===== src/rtl/mem_loader.sv =====
// mem_loader: streams bytes into memory, optionally reads them back, then releases the CPU.
// Define MEM_LOADER_VERIFY_EN to compile in the XOR checksum readback (VERIFY state).
module mem_loader #(
  parameter int ADDR_WIDTH  = 16,
  parameter int REG_WIDTH   = 8,
  parameter int RELEASE_GAP = 1
) (
  input  logic                  clk,
  input  logic                  reset_n,
  input  logic                  start,
  input  logic [ADDR_WIDTH-1:0] base_addr,
  input  logic [ADDR_WIDTH-1:0] len,
  input  logic [REG_WIDTH-1:0]  din,
  input  logic                  din_valid,
  output logic                  din_ready,
  output logic [ADDR_WIDTH-1:0] mem_addr,
  output logic [REG_WIDTH-1:0]  mem_din,
  output logic                  mem_we,
  input  logic [REG_WIDTH-1:0]  mem_dout,
  output logic                  manual_mem,
  output logic                  cpu_reset_n,
  output logic                  trigger_program,
  output logic                  busy,
  output logic                  done,
  output logic                  error
);

  localparam logic [ADDR_WIDTH-1:0] ONE = ADDR_WIDTH'(1);
  localparam logic [3:0]            GAP = 4'(RELEASE_GAP);

  typedef enum logic [2:0] {IDLE, LOAD, VERIFY, RELEASE, RUN} state_t;

  state_t                state, state_nx;
  logic [ADDR_WIDTH-1:0] addr;
  logic [ADDR_WIDTH-1:0] cnt;
  logic [3:0]            gap_cnt;
  logic                  start_ok;
  logic                  accept;
  logic                  last_byte;
  logic                  gap_hit;

  assign start_ok  = start && ((state == IDLE) || (state == RUN));
  // Writes are gated by reset_n so the cycle carrying reset never commits a byte.
  assign accept    = reset_n && (state == LOAD) && din_valid;
  assign last_byte = accept && (cnt == ONE);
  assign gap_hit   = (state == RELEASE) && (gap_cnt == GAP);

`ifdef MEM_LOADER_VERIFY_EN
  function automatic logic [7:0] fold8(input logic [REG_WIDTH-1:0] d);
    logic [7:0] f;
    f = '0;
    for (int i = 0; i < REG_WIDTH; i++) begin
      f[i % 8] = f[i % 8] ^ d[i];
    end
    return f;
  endfunction

  logic [ADDR_WIDTH-1:0] base_q;
  logic [ADDR_WIDTH-1:0] len_q;
  logic [ADDR_WIDTH-1:0] rcv_cnt;
  logic [7:0]            chk;
  logic [7:0]            rd_sum;
  logic [7:0]            rd_final;
  logic                  rd_vld_p1;
  logic                  issue;
  logic                  rd_last;
  logic                  rd_match;
  logic                  error_q;

  assign issue    = (state == VERIFY) && (cnt != '0);
  assign rd_last  = (state == VERIFY) && rd_vld_p1 && (rcv_cnt == ONE);
  assign rd_final = rd_sum ^ fold8(mem_dout);
  assign rd_match = (rd_final == chk);
  assign error    = error_q;
`else
  logic unused_dout;
  assign unused_dout = ^mem_dout;
  assign error       = 1'b0;
`endif

  always_ff @(posedge clk) begin
    if (!reset_n) state <= IDLE;
    else          state <= state_nx;
  end

  always_comb begin
    state_nx        = state;
    manual_mem      = 1'b1;
    cpu_reset_n     = 1'b0;
    din_ready       = 1'b0;
    busy            = 1'b0;
    trigger_program = 1'b0;
    done            = 1'b0;
    mem_we          = accept;
    mem_din         = accept ? din : '0;
    mem_addr        = addr;
    case (state)
      IDLE: begin
        if (start_ok) state_nx = (len == '0) ? RELEASE : LOAD;
      end
      LOAD: begin
        din_ready = reset_n;
        busy      = 1'b1;
`ifdef MEM_LOADER_VERIFY_EN
        if (last_byte) state_nx = VERIFY;
`else
        if (last_byte) state_nx = RELEASE;
`endif
      end
      VERIFY: begin
        busy = 1'b1;
`ifdef MEM_LOADER_VERIFY_EN
        if (rd_last) state_nx = rd_match ? RELEASE : IDLE;
`else
        state_nx = IDLE;
`endif
      end
      RELEASE: begin
        manual_mem      = 1'b0;
        cpu_reset_n     = 1'b1;
        busy            = 1'b1;
        trigger_program = gap_hit;
        done            = gap_hit;
        if (gap_hit) state_nx = RUN;
      end
      RUN: begin
        manual_mem  = 1'b0;
        cpu_reset_n = 1'b1;
        if (start_ok) state_nx = (len == '0) ? RELEASE : LOAD;
      end
      default: state_nx = IDLE;
    endcase
  end

  // Address/count registers shared by the write stream and the readback issue.
  always_ff @(posedge clk) begin
    if (!reset_n) begin
      addr    <= '0;
      cnt     <= '0;
      gap_cnt <= '0;
    end else if (start_ok) begin
      addr    <= base_addr;
      cnt     <= len;
      gap_cnt <= '0;
    end else begin
      if (accept) begin
        addr <= addr + ONE;
        cnt  <= cnt - ONE;
      end
`ifdef MEM_LOADER_VERIFY_EN
      if (last_byte) begin
        addr <= base_q;
        cnt  <= len_q;
      end
      if (issue) begin
        addr <= addr + ONE;
        cnt  <= cnt - ONE;
      end
`endif
      if (state == RELEASE) gap_cnt <= gap_cnt + 4'd1;
    end
  end

`ifdef MEM_LOADER_VERIFY_EN
  // Readback stage p1: data for the address issued last cycle arrives on mem_dout.
  always_ff @(posedge clk) begin
    if (!reset_n) begin
      base_q    <= '0;
      len_q     <= '0;
      rcv_cnt   <= '0;
      chk       <= '0;
      rd_sum    <= '0;
      rd_vld_p1 <= 1'b0;
      error_q   <= 1'b0;
    end else begin
      rd_vld_p1 <= issue;
      if (start_ok) begin
        base_q  <= base_addr;
        len_q   <= len;
        chk     <= '0;
        error_q <= 1'b0;
      end
      if (accept) chk <= chk ^ fold8(din);
      if (last_byte) begin
        rcv_cnt <= len_q;
        rd_sum  <= '0;
      end
      if (rd_vld_p1 && (state == VERIFY)) begin
        rd_sum  <= rd_final;
        rcv_cnt <= rcv_cnt - ONE;
      end
      if (rd_last && !rd_match) error_q <= 1'b1;
    end
  end
`endif

endmodule


===== config.mk =====
export PLATFORM = sky130hd
export DESIGN_NAME = mem_loader
export DESIGN_NICKNAME = d
export VERILOG_FILES = /design/src/rtl/mem_loader.sv
export SDC_FILE = /design/constraint.sdc
export NUM_CORES = 1
export LEC_CHECK = 0
export BUFFER_PORTS_ARGS = -buffer_cell sky130_fd_sc_hd__buf_2
export CAP_MARGIN = 20
export CORE_MARGIN = 8
export CORE_UTILIZATION = 35
export CTS_BUF_LIST = sky130_fd_sc_hd__clkbuf_4 sky130_fd_sc_hd__clkbuf_8
export CTS_CLUSTER_DIAMETER = 200
export DETAILED_ROUTE_END_ITERATION = 10
export PLACE_DENSITY_LB_ADDON = 0.05
export SLEW_MARGIN = 20
export SYNTH_ARGS = -nofsm -noshare
export SYNTH_HDL_FRONTEND = slang
export SYNTH_SLANG_ARGS = --single-unit

===== constraint.sdc =====
create_clock -name clk -period 1.7 [get_ports clk]
set_input_delay 0.085 -clock clk [delete_from_list [all_inputs] [get_ports clk]]
set_output_delay 0.085 -clock clk [all_outputs]
set_load 0.01 [all_outputs]

Yosys cells after proc, flatten, opt, wreduce, memory -nomap -nowiden:

Cells that the tools add are included.

* bits in registers: 39
* bits of input ports: 52
* output and inout bits: 32
* word-level logic and storage cells: 46

* add/sub/neg operators: 3
* equality and inequality tests: 9
* mux-type cells: 15
* bitwise operators: 1
* reduce and logical (&&, ||, !) cells: 14

Operators by type and width (count)
* $mux 16: 4
* $add 16x1->16 const B: 1
* $eq 16x1->1 const B: 1
* $logic_not 16->1: 1
* $sub 16x1->16 const B: 1
* $mux 3: 3
* $pmux 3 s3: 1
* $mux 8: 1
* $eq 3x2->1 const B: 2
* $reduce_or 2->1: 3
* $logic_and 1x1->1: 5
* $mux 1: 5
* $add 4x1->4 const B: 1
* $eq 4x1->1 const B: 1
* $ne 2x2->1 const B: 2
* $eq 3x1->1 const B: 1
* $eq 3x3->1 const B: 1
* $logic_not 3->1: 1
* $reduce_and 3->1: 1
* $reduce_or 3->1: 1
* $mux 2: 1
* $ne 2x1->1 const B: 1
* $reduce_bool 2->1: 1
* $logic_or 1x1->1: 1
* $not 1->1: 1

Logic depth before layout (Yosys ltp):

Gate-level depths: netlist (run 1).

* depth in word-level cells: 6
* gate-level depth with buffers: 8
* mapped depth without buffers: 6

Worst setup path after synthesis (run 1):

Ideal clock, no wire load.

* path kind: register to register
* start point: register cnt[0]
* end point: register cnt[10]
* library setup time: 0.132 ns
* arrival: 1.514 ns
* data required time: 1.568 ns
* path slack: 0.054 ns
* cell stages (with the launch flop): 7
* path buffers: 0
* period minus slack after synthesis: 1.646 ns
* cell sequence: dfxtp_1 inv_1 ha_1 nor3b_1 nand3_1 o311ai_0 a21oi_1

* longest elaborated chain between the ends: 3

Ends and longest elaborated chain
* start: declaration: RTL line 35 `logic [ADDR_WIDTH-1:0] cnt;`
* start signal: assignment: RTL line 143 `cnt <= len;`
* start signal: assignment: RTL line 148 `cnt <= cnt - ONE;`
* $sub 16x1->16: RTL line 148
* $mux 16: RTL line 146 `if (accept) begin`
* $mux 16: RTL line 141 `end else if (start_ok) begin`

Every way passes these cells. The select of a mux whose other input is x is not followed.
A chain may end at the register's enable or synchronous reset.

Final worst setup path (run 1):

* start point: register addr[1] (netlist: mem_addr[1])
* end point: register addr[14] (netlist: mem_addr[14])

* longest elaborated chain between the ends: 3

Ends and longest elaborated chain
* start: declaration: RTL line 34 `logic [ADDR_WIDTH-1:0] addr;`
* start signal: assignment: RTL line 142 `addr <= base_addr;`
* start signal: assignment: RTL line 147 `addr <= addr + ONE;`
* $add 16x1->16: RTL line 147
* $mux 16: RTL line 146
* $mux 16: RTL line 141

Every way passes these cells. The select of a mux whose other input is x is not followed.

==> run_results.csv, run 1 <==
group,metric,value,unit
setup_path,cp-start-kind,"register",
clocking,hold_buffers,0,
cells_and_area,area_delta_synth_final,34.6,%
setup_path,cp-end-kind,"register",
logic_synthesis,yosysSeqAreaShare,0.330,
die,fp.dieH,98.2,µm
setup_path,crit_buf_inv,1,
timing,hold_viol_final,0,
clocking,cts_buffer_depth,2,
die,die_w,98.2,µm
grt,grt_pass1_vias,2515,
logic_synthesis,syn_nets,351,
detailed_routing,firstDrtPassIters,4,
die,rows,30,
clocking,cts_inserted_buffers,5,
logic_synthesis,postSynthAreaPerCell,8.04,µm²
setup_path,path_max_fanout,4,
detailed_routing,drtAntennaViolNets,0,
logic_synthesis,ys_ff_latch,39,
clocking,cts_tree,"yes",
logic_synthesis,synth_most_common_cell,"dfxtp_1",
setup_path,path_class,"reg -> reg",
setup_path,slowest_delay,440,ps
pwr,internal_power,1540,µW
timing,holdWs,35.1,ps
timing,period_share,0.959,
timing,fin_skew,13.4,ps
pwr,combPwrFrac,0.266,
clocking,cts.clk_slew.worst_paths,80,ps
pwr,seqPwrFrac,0.459,
setup_path,worst_r2r_path_depth,6,
timing,fin_ws,70.2,ps
logic_synthesis,synth_mux_area_frac,0.00476,
logic_synthesis,ys_warn_count,0,
logic_synthesis,synth_area_leaders,"dfxtp_1 33%, nand2_1 4.0%, and3_1 3.4%",
grt,grt_max_degree,36,
logic_synthesis,netlist_instances,294,
detailed_routing,routed_wl,8030,µm
die,dieArea,9640,µm²
pwr,swShare,0.318,
grt,grt_pass1_wl,12800,µm
placed_design,dp.cells,466,
min_path,hold_class,"in -> reg",
setup_path,cp-startpoint,"mem_addr[1]$_SDFFE_PN0P_",
logic_synthesis,synth_fa_ha_area_frac,0.0265,
logic_synthesis,synth_top_family_by_area,"simple AND/OR/NAND/NOR gates",
placed_design,hpwl,5890,µm
logic_synthesis,synth_area,2360,µm²
timing,timing.fmax,0.614,GHz
logic_synthesis,synth_edf_count,0,
clocking,clock_latency,290,ps
setup_path,crit_family,"simple AND/OR/NAND/NOR gates",
placed_design,place_ws,20.1,ps
outcome,status,"finished clean",
die,core_area,6680,µm²
cells_and_area,final_layout_size_suffix_gt1_frac,0.352,
timing,fin_crit,1630,ps
pwr,power.density,711,nW/µm²
logic_synthesis,ys_async_sr_fraction,0,
die,ioPinCount,84,
clocking,cts_sinks,39,
setup_path,arrival,1810,ps
placed_design,portBuffers,74,
setup_path,path_depth,6,
clocking,cts.htree.levels,2,
timing,setup_viol,0,
logic_synthesis,synth_simple_gate_area_frac,0.294,
detailed_routing,via_per_inst,5.50,
clocking,root_buffer,"clkbuf_8",
cells_and_area,final_cells,475,
setup_path,cp_slowest_cell,"nor4_1",
pwr,ir_drop,0.341,mV
setup_path,r2r-start,"mem_addr[1]$_SDFFE_PN0P_",
logic_synthesis,ys_top_cells_by_count,"39 x dfxtp_1, 25 x nand2_1, 17 x nor2_1",
logic_synthesis,synth_top_area_share,0.330,
logic_synthesis,synth_top_cell_by_area,"dfxtp_1",
timing,drv_slew,0,
pwr,power.total,2260,µW
logic_synthesis,ys_types,56,
detailed_routing,route.detailed.drc,0,
die,initial_utilization,0.354,
min_path,hold_path.startpoint,"base_addr[4]",
logic_synthesis,synth_compound_area_frac,0.235,
pwr,leakagePower,0.00141,µW
logic_synthesis,synth_ff_type,"dfxtp_1",
placed_design,gp_congestion,0.849,
cells_and_area,final_nets,453,
detailed_routing,vias,2613,
cells_and_area,diodes,0,
detailed_routing,drtIter0Drc,88,
logic_synthesis,synth-xor-area-share,0.0370,
setup_path,path_cells,"ha_1 > buf_4 > nand3_1 > nor4_1 > or4_1 > o211ai_1",
pwr,clockPowerShare,0.275,
grt,grtUsageTotal,0.162,
grt,grt_antenna_before_repair,0,
detailed_routing,wl_per_cell,16.9,µm
min_path,whs_path_depth,3,
grt,grt_overflow,0,
pwr,p_sw,719,µW
setup_path,worst-endpoint-required,1880,ps
job,max_cap_viol_count,0,
## placed cells by master, fill, tap and decap left out, types with 7 or more instances in the layout
cell | synthesis | layout
buf_2 | 4 | 74
buf_4 | 2 | 40
dfxtp_1 | 39 | 39
nand2_1 | 25 | 25
nor2_1 | 17 | 17
a21oi_1 | 15 | 15
o21ai_0 | 14 | 14
and3_1 | 13 | 12
inv_1 | 12 | 11
nand4_1 | 10 | 10
nand3_1 | 11 | 10
a31oi_1 | 10 | 10
or3_1 | 8 | 8
xor2_1 | 7 | 7
o211ai_1 | 7 | 7
## flip-flops by register name (all words and copies together) (netlist names)
register	cells
cnt	16
gap_cnt	4
mem_addr	16
state	3
## layer usage
layer / vias up / GRT usage / routed length [µm]
met4: 0 / 0.0449 / 100
met5: - / 0 / 0
met3: 8 / 0.0413 / 461
met1: 1225 / 0.208 / 3760
met2: 65 / 0.262 / 3710
li1: 1315 / - / -
## worst paths after layout
check,slack [ps],to
max,70,mem_addr[14]$_SDFFE_PN0P_
min,40,mem_addr[4]$_SDFFE_PN0P_
max reg2reg,70,mem_addr[14]$_SDFFE_PN0P_
min reg2reg,520,cnt[0]$_SDFFE_PN0P_
## through the flow
step                      cell area, µm²  setup TNS, ps  utilization
after CTS                           3110              0        0.466
after global placement              3030              0        0.454
final                               3180              0        0.476
after global routing                3180         -0.155        0.476
after detailed placement            3030              0        0.454
after floorplan                     2360              0            -
## kinds of logic (layout without fill, tap and decap cells)
kind of cell / count (synthesis) / in the layout
other cells: 1 / 1
compound gates: 82 / 82
mux: 1 / 1
simple gates: 122 / 122
xor+xnor: 10 / 10
flops: 39 / 39
buf+inv: 34 / 135
fa+ha+maj: 5 / 5
## power groups by stage
stage	clock (µW)	combinational (µW)	sequential [µW]
after global placement	0	576	1050
after detailed placement	0	580	1050
final	622	601	1040
after floorplan	0	291	1070
after CTS	647	585	1030
after global routing	675	659	1050
## tightest hold or removal path: cells and delay by family
family	cells	cell delay, ps
and+or+nand+nor	1	50
AOI/OAI and AO/OA	1	60
buffers and inverters	1	100
## cell type report
cell class / instances / area, µm²
Fill cell: 685 / 3500
Inverter: 13 / 53.8
Clock buffer: 6 / 76.3
Multi-Input combinational cell: 221 / 1480
Timing Repair inverter: 1 / 5.00
Sequential cell: 39 / 781
Timing Repair Buffer: 115 / 691
Tap cell: 80 / 100
## timing repair
item	CTS	global route
pin swaps	0	2
setup endpoints to repair	1	16
cloned	0	1
buffers inserted	0	2
resized for setup	2	10
No activity file was read; power rests on OpenSTA's default activity.
==> inputs of run 2 (changes only) <==
Settings changed: CORE_ASPECT_RATIO set to 0.6.
==> run_results.csv, run 2 (same netlist as run 1, synthesis figures left out) <==
group,metric,value,unit
clocking,clock_latency,290,ps
placed_design,place_ws,28.3,ps
timing,holdWs,46.7,ps
placed_design,portBuffers,74,
cells_and_area,final_util,0.485,
clocking,cts.htree.levels,2,
detailed_routing,routed_wl,8140,µm
setup_path,path_cells,"and4_1 > and4bb_2 > o22ai_1 > a221o_1",
timing,timing.fmax,0.619,GHz
job,max_cap_viol_count,0,
timing,tns,0,ps
setup_path,r2r-start,"mem_addr[3]$_SDFFE_PN0P_",
timing,rsz0062_at_grt,"false",
detailed_routing,route.detailed.drc,0,
pwr,ir_drop,0.342,mV
detailed_routing,drtIter0Drc,128,
placed_design,hpwl,6130,µm
die,core_area,6620,µm²
grt,grt_overflow,0,
cells_and_area,finish.instance_area,3210,µm²
setup_path,path_class,"reg -> reg",
detailed_routing,vias,2642,
clocking,cts.clk_slew.worst_paths,80,ps
die,fp.dieH,79.7,µm
setup_path,cp_slowest_cell,"dfxtp_1",
timing,period_share,0.950,
cells_and_area,final_cell_mix,"74 x buf_2, 37 x dfxtp_1, 37 x buf_4, 25 x nand2_1, 17 x nor2_1",
timing,drv_slew,0,
clocking,hold_buffers,0,
timing,fin_skew,4.77,ps
clocking,root_buffer,"clkbuf_8",
die,dieArea,9730,µm²
cells_and_area,final_layout_size_suffix_gt1_frac,0.359,
min_path,hold_path.startpoint,"base_addr[10]",
pwr,power.density,743,nW/µm²
pwr,leakagePower,0.00141,µW
clocking,cts_buffer_depth,2,
detailed_routing,drtAntennaViolNets,0,
timing,fin_ws,85.0,ps
setup_path,cp-end-kind,"register",
timing,hold_viol_final,0,
die,rows,23,
placed_design,gp_congestion,0.818,
setup_path,cp-start-kind,"register",
clocking,cts_tree,"yes",
min_path,hold_class,"in -> reg",
setup_path,path_max_fanout,6,
setup_path,crit_family,"simple AND/OR/NAND/NOR gates",
clocking,cts_inserted_buffers,5,
detailed_routing,wl_per_cell,17.0,µm
setup_path,worst-endpoint-required,1880,ps
cells_and_area,area_delta_synth_final,35.8,%
grt,grt_max_degree,29,
die,die_w,122,µm
timing,tightest_slew,532,ps
cells_and_area,final_common_cell,"buf_2",
outcome,status,"finished clean",
timing,fin_crit,1610,ps
setup_path,cp-startpoint,"mem_addr[3]$_SDFFE_PN0P_",
timing,maxSlewHeadroom,0.646,
setup_path,slowest_delay,430,ps
cells_and_area,final_nets,449,
clocking,cts_sinks,39,
timing,setup_viol,0,
cells_and_area,diodes,0,
detailed_routing,firstDrtPassIters,4,
die,initial_utilization,0.357,
die,ioPinCount,84,
grt,grt_pass1_wl,12800,µm
grt,grt_pass1_vias,2456,
placed_design,dpl_cell_area,3030,µm²
setup_path,crit_buf_inv,0,
detailed_routing,via_per_inst,5.50,
setup_path,arrival,1790,ps
grt,grtUsageTotal,0.163,
grt,grt_antenna_before_repair,0,
run 2: changes by cell type in the layout (fill, tap and decap cells not counted), moves of 2 or more:
cell | previous run | this run
clkbuf_8 | 5 | 7
o311ai_1 | 2 | 0
dfxtp_1 | 39 | 37
buf_4 | 40 | 37
o311ai_0 | 2 | 4
dfxtp_2 | 0 | 2
run 2: timing repair:
action,4_1_cts,5_1_grt
gates resized for setup,0,13
setup endpoints to repair,0,22
setup buffers,0,1
run 2: worst register-to-register path, stage by stage, from the launching register on:
cell and delay, ps:
dfxtp_1 430, and4_1 400, and4bb_2 300, o22ai_1 80
a221o_1 290
run 2: cell type report:
type                            count  area, µm²
Multi-Input combinational cell    221       1490
Timing Repair Buffer              112        668
Tap cell                           87        109
Inverter                           13       53.8
Fill cell                         675       3410
Clock buffer                        8        104
Sequential cell                    39        783
run 2: worst paths after layout:
check / endpoint / slack (ps) / depth (start not counted)
worst max register to register: mem_addr[13]$_SDFFE_PN0P_ / 90 / 4
worst min-delay path: mem_addr[10]$_SDFFE_PN0P_ / 50 / 3
worst max-delay path: mem_addr[13]$_SDFFE_PN0P_ / 90 / 4
worst min register to register: cnt[0]$_SDFFE_PN0P_ / 510 / 2
run 2: per-layer routing:
metal	wire, µm	part of all wire	GRT usage
met4	21	0.0026	0.0254
met3	638	0.078	0.0452
met1	4270	0.52	0.242
met2	3210	0.39	0.228
met5	0	0	0
run 2: power by group:
group	leakage [µW]	switching (µW)	internal [µW]
sequential	0.000321	72.3	976
clock	0.0000549	343	387
combinational	0.00103	324	283
run 2: metrics by stage:
step           power, µW  instances
2_1_floorplan       1360        294
3_3_place_gp        1640        471
3_5_place_dp        1640        471
4_1_cts             2370        479
5_1_grt             2510        480
6_report            2390        480
==> inputs of run 3 (changes only) <==
Settings changed: PLACE_DENSITY_LB_ADDON 0.05 to not set.
==> run_results.csv, run 3 (same netlist as run 1, synthesis figures left out) <==
group,metric,value,unit
job,max_cap_viol_count,0,
setup_path,arrival,1540,ps
clocking,cts_tree,"yes",
detailed_routing,firstDrtPassIters,4,
detailed_routing,wl_per_cell,16.9,µm
timing,holdWs,7.62,ps
timing,fin_crit,1620,ps
detailed_routing,drtAntennaViolNets,0,
placed_design,dpl_cell_area,3040,µm²
clocking,cts_buffer_depth,2,
timing,fin_ws,76.2,ps
placed_design,gp_congestion,0.863,
timing,timing.fmax,0.616,GHz
detailed_routing,drtIter0Drc,207,
setup_path,worst_r2r_path_depth,6,
placed_design,portBuffers,74,
grt,grt_pass1_vias,2527,
pwr,seqPwrFrac,0.397,
grt,grt_max_degree,36,
clocking,cts_sinks,39,
setup_path,r2r-start,"mem_addr[0]$_SDFFE_PN0P_",
cells_and_area,final_cell_mix,"74 x buf_2, 38 x buf_4, 37 x dfxtp_1, 25 x nand2_1, 17 x nor2_1",
grt,grt_overflow,0,
pwr,ir_drop,0.350,mV
timing,setup_viol,0,
grt,grt_pass1_wl,13100,µm
detailed_routing,routed_wl,8180,µm
setup_path,rrSetupSlack,80,ps
die,fp.dieH,79.7,µm
min_path,hold_class,"in -> reg",
timing,fin_skew,18.4,ps
pwr,power.density,805,nW/µm²
detailed_routing,vias,2665,
die,dieArea,9730,µm²
cells_and_area,final_cells,483,
min_path,hold_path.startpoint,"base_addr[12]",
cells_and_area,finish.instance_area,3270,µm²
setup_path,r2r-end,"mem_addr[14]$_SDFFE_PN0P_",
cells_and_area,final_nets,452,
timing,maxSlewHeadroom,0.641,
die,die_w,122,µm
die,initial_utilization,0.357,
die,ioPinCount,84,
outcome,status,"finished clean",
pwr,clockPowerShare,0.369,
pwr,leakagePower,0.00144,µW
placed_design,place_ws,-3.42,ps
setup_path,path_class,"reg -> out",
setup_path,path_max_fanout,13,
timing,drv_slew,0,
detailed_routing,via_per_inst,5.52,
pwr,p_sw,778,µW
die,rows,23,
min_path,whs_path_depth,3,
clocking,cts.clk_slew.worst_paths,100,ps
placed_design,hpwl,6090,µm
detailed_routing,route.detailed.drc,0,
timing,tightest_slew,534,ps
timing,period_share,0.955,
setup_path,worst-endpoint-required,1620,ps
grt,grt_antenna_before_repair,0,
clocking,root_buffer,"clkbuf_8",
placed_design,dp.cells,471,
clocking,cts.htree.levels,2,
clocking,cts_inserted_buffers,5,
pwr,swShare,0.296,
min_path,holdPathEnd,"mem_addr[12]$_SDFFE_PN0P_",
grt,grtUsageTotal,0.167,
clocking,hold_buffers,0,
setup_path,cp-end-kind,"output port",
cells_and_area,final_common_cell,"buf_2",
die,core_area,6620,µm²
clocking,clock_latency,320,ps
cells_and_area,diodes,0,
pwr,combPwrFrac,0.234,
cells_and_area,final_layout_size_suffix_gt1_frac,0.364,
cells_and_area,area_delta_synth_final,38.1,%
cells_and_area,fill_cells,674,
pwr,internal_power,1850,µW
setup_path,cp-start-kind,"register",
cells_and_area,ff_latch_area,783,µm²
cells_and_area,multi_input_area,1470,µm²
timing,hold_viol_final,0,
[run 3: changes by cell type in the layout (fill, tap and decap cells not counted), sizes merged]
cell,delta
buf,+3
bufinv,+2
clkbuf,-3
clkinvlp,+1
[run 3: worst max-delay path by stage]
stage                                         from                        end  slack (ps)  cells past startpoint
after floorplan                cnt[0]$_SDFFE_PN0P_       cnt[10]$_SDFFE_PN0P_          50                      6
after global placement       state[1]$_SDFFE_PN0P_       cnt[11]$_SDFFE_PN0P_          40                      5
after detailed placement       cnt[1]$_SDFFE_PN0P_        cnt[6]$_SDFFE_PN0P_          -3                      6
after CTS                    state[1]$_SDFFE_PN0P_       cnt[12]$_SDFFE_PN0P_           1                      6
after global routing      mem_addr[0]$_SDFFE_PN0P_  mem_addr[14]$_SDFFE_PN0P_         -20                      6
final                        state[1]$_SDFFE_PN0P_                     mem_we          80                      6
[run 3: worst max-delay path: stages, from the launching register on]
cell and delay, ps:
dfxtp_1 310, nand4bb_2 290, clkinv_4 130, nand2_4 110
inv_2 120, buf_12 140, buf_2 130
[run 3: layout make-up]
class	instances	area share
repair buffers	115	0.219
well taps	87	0.0333
flip-flops and latches	39	0.240
multi-input cells	221	0.449
clock inverters	3	0.0207
inverters	13	0.0165
clock buffers	5	0.0211
[run 3: power by group through the flow]
stage                     combinational (µW)  sequential [µW]  clock [µW]
after detailed placement                 584             1060           0
final                                    615             1040         970
after CTS                                591             1040         979
after floorplan                          291             1070           0
after global routing                     677             1050        1020
after global placement                   578             1050           0
[run 3: layer usage]
metal | routed length (µm) | vias up | GRT usage
li1 | - | 1310 | -
met2 | 3270 | 105 | 0.230
met5 | 0 | - | 0
met4 | 50 | 0 | 0.0326
met1 | 4070 | 1245 | 0.250
met3 | 786 | 5 | 0.0417
[run 3: metrics by stage]
stage	util	power (µW)	setup TNS, ps
4_1_cts	0.481	2610	0
5_1_grt	0.493	2750	-28.9
3_3_place_gp	0.459	1630	0
2_1_floorplan	-	1360	0
3_5_place_dp	0.459	1640	-3.42
6_report	0.493	2630	0
[run 3: timing repair]
| action | CTS | global route |
|---|---|---|
| gates resized for setup | 3 | 17 |
| pin swaps | 1 | 2 |
| setup buffers | 0 | 4 |
| endpoints found under the setup margin | 2 | 21 |
| hold endpoints to repair | 0 | 0 |
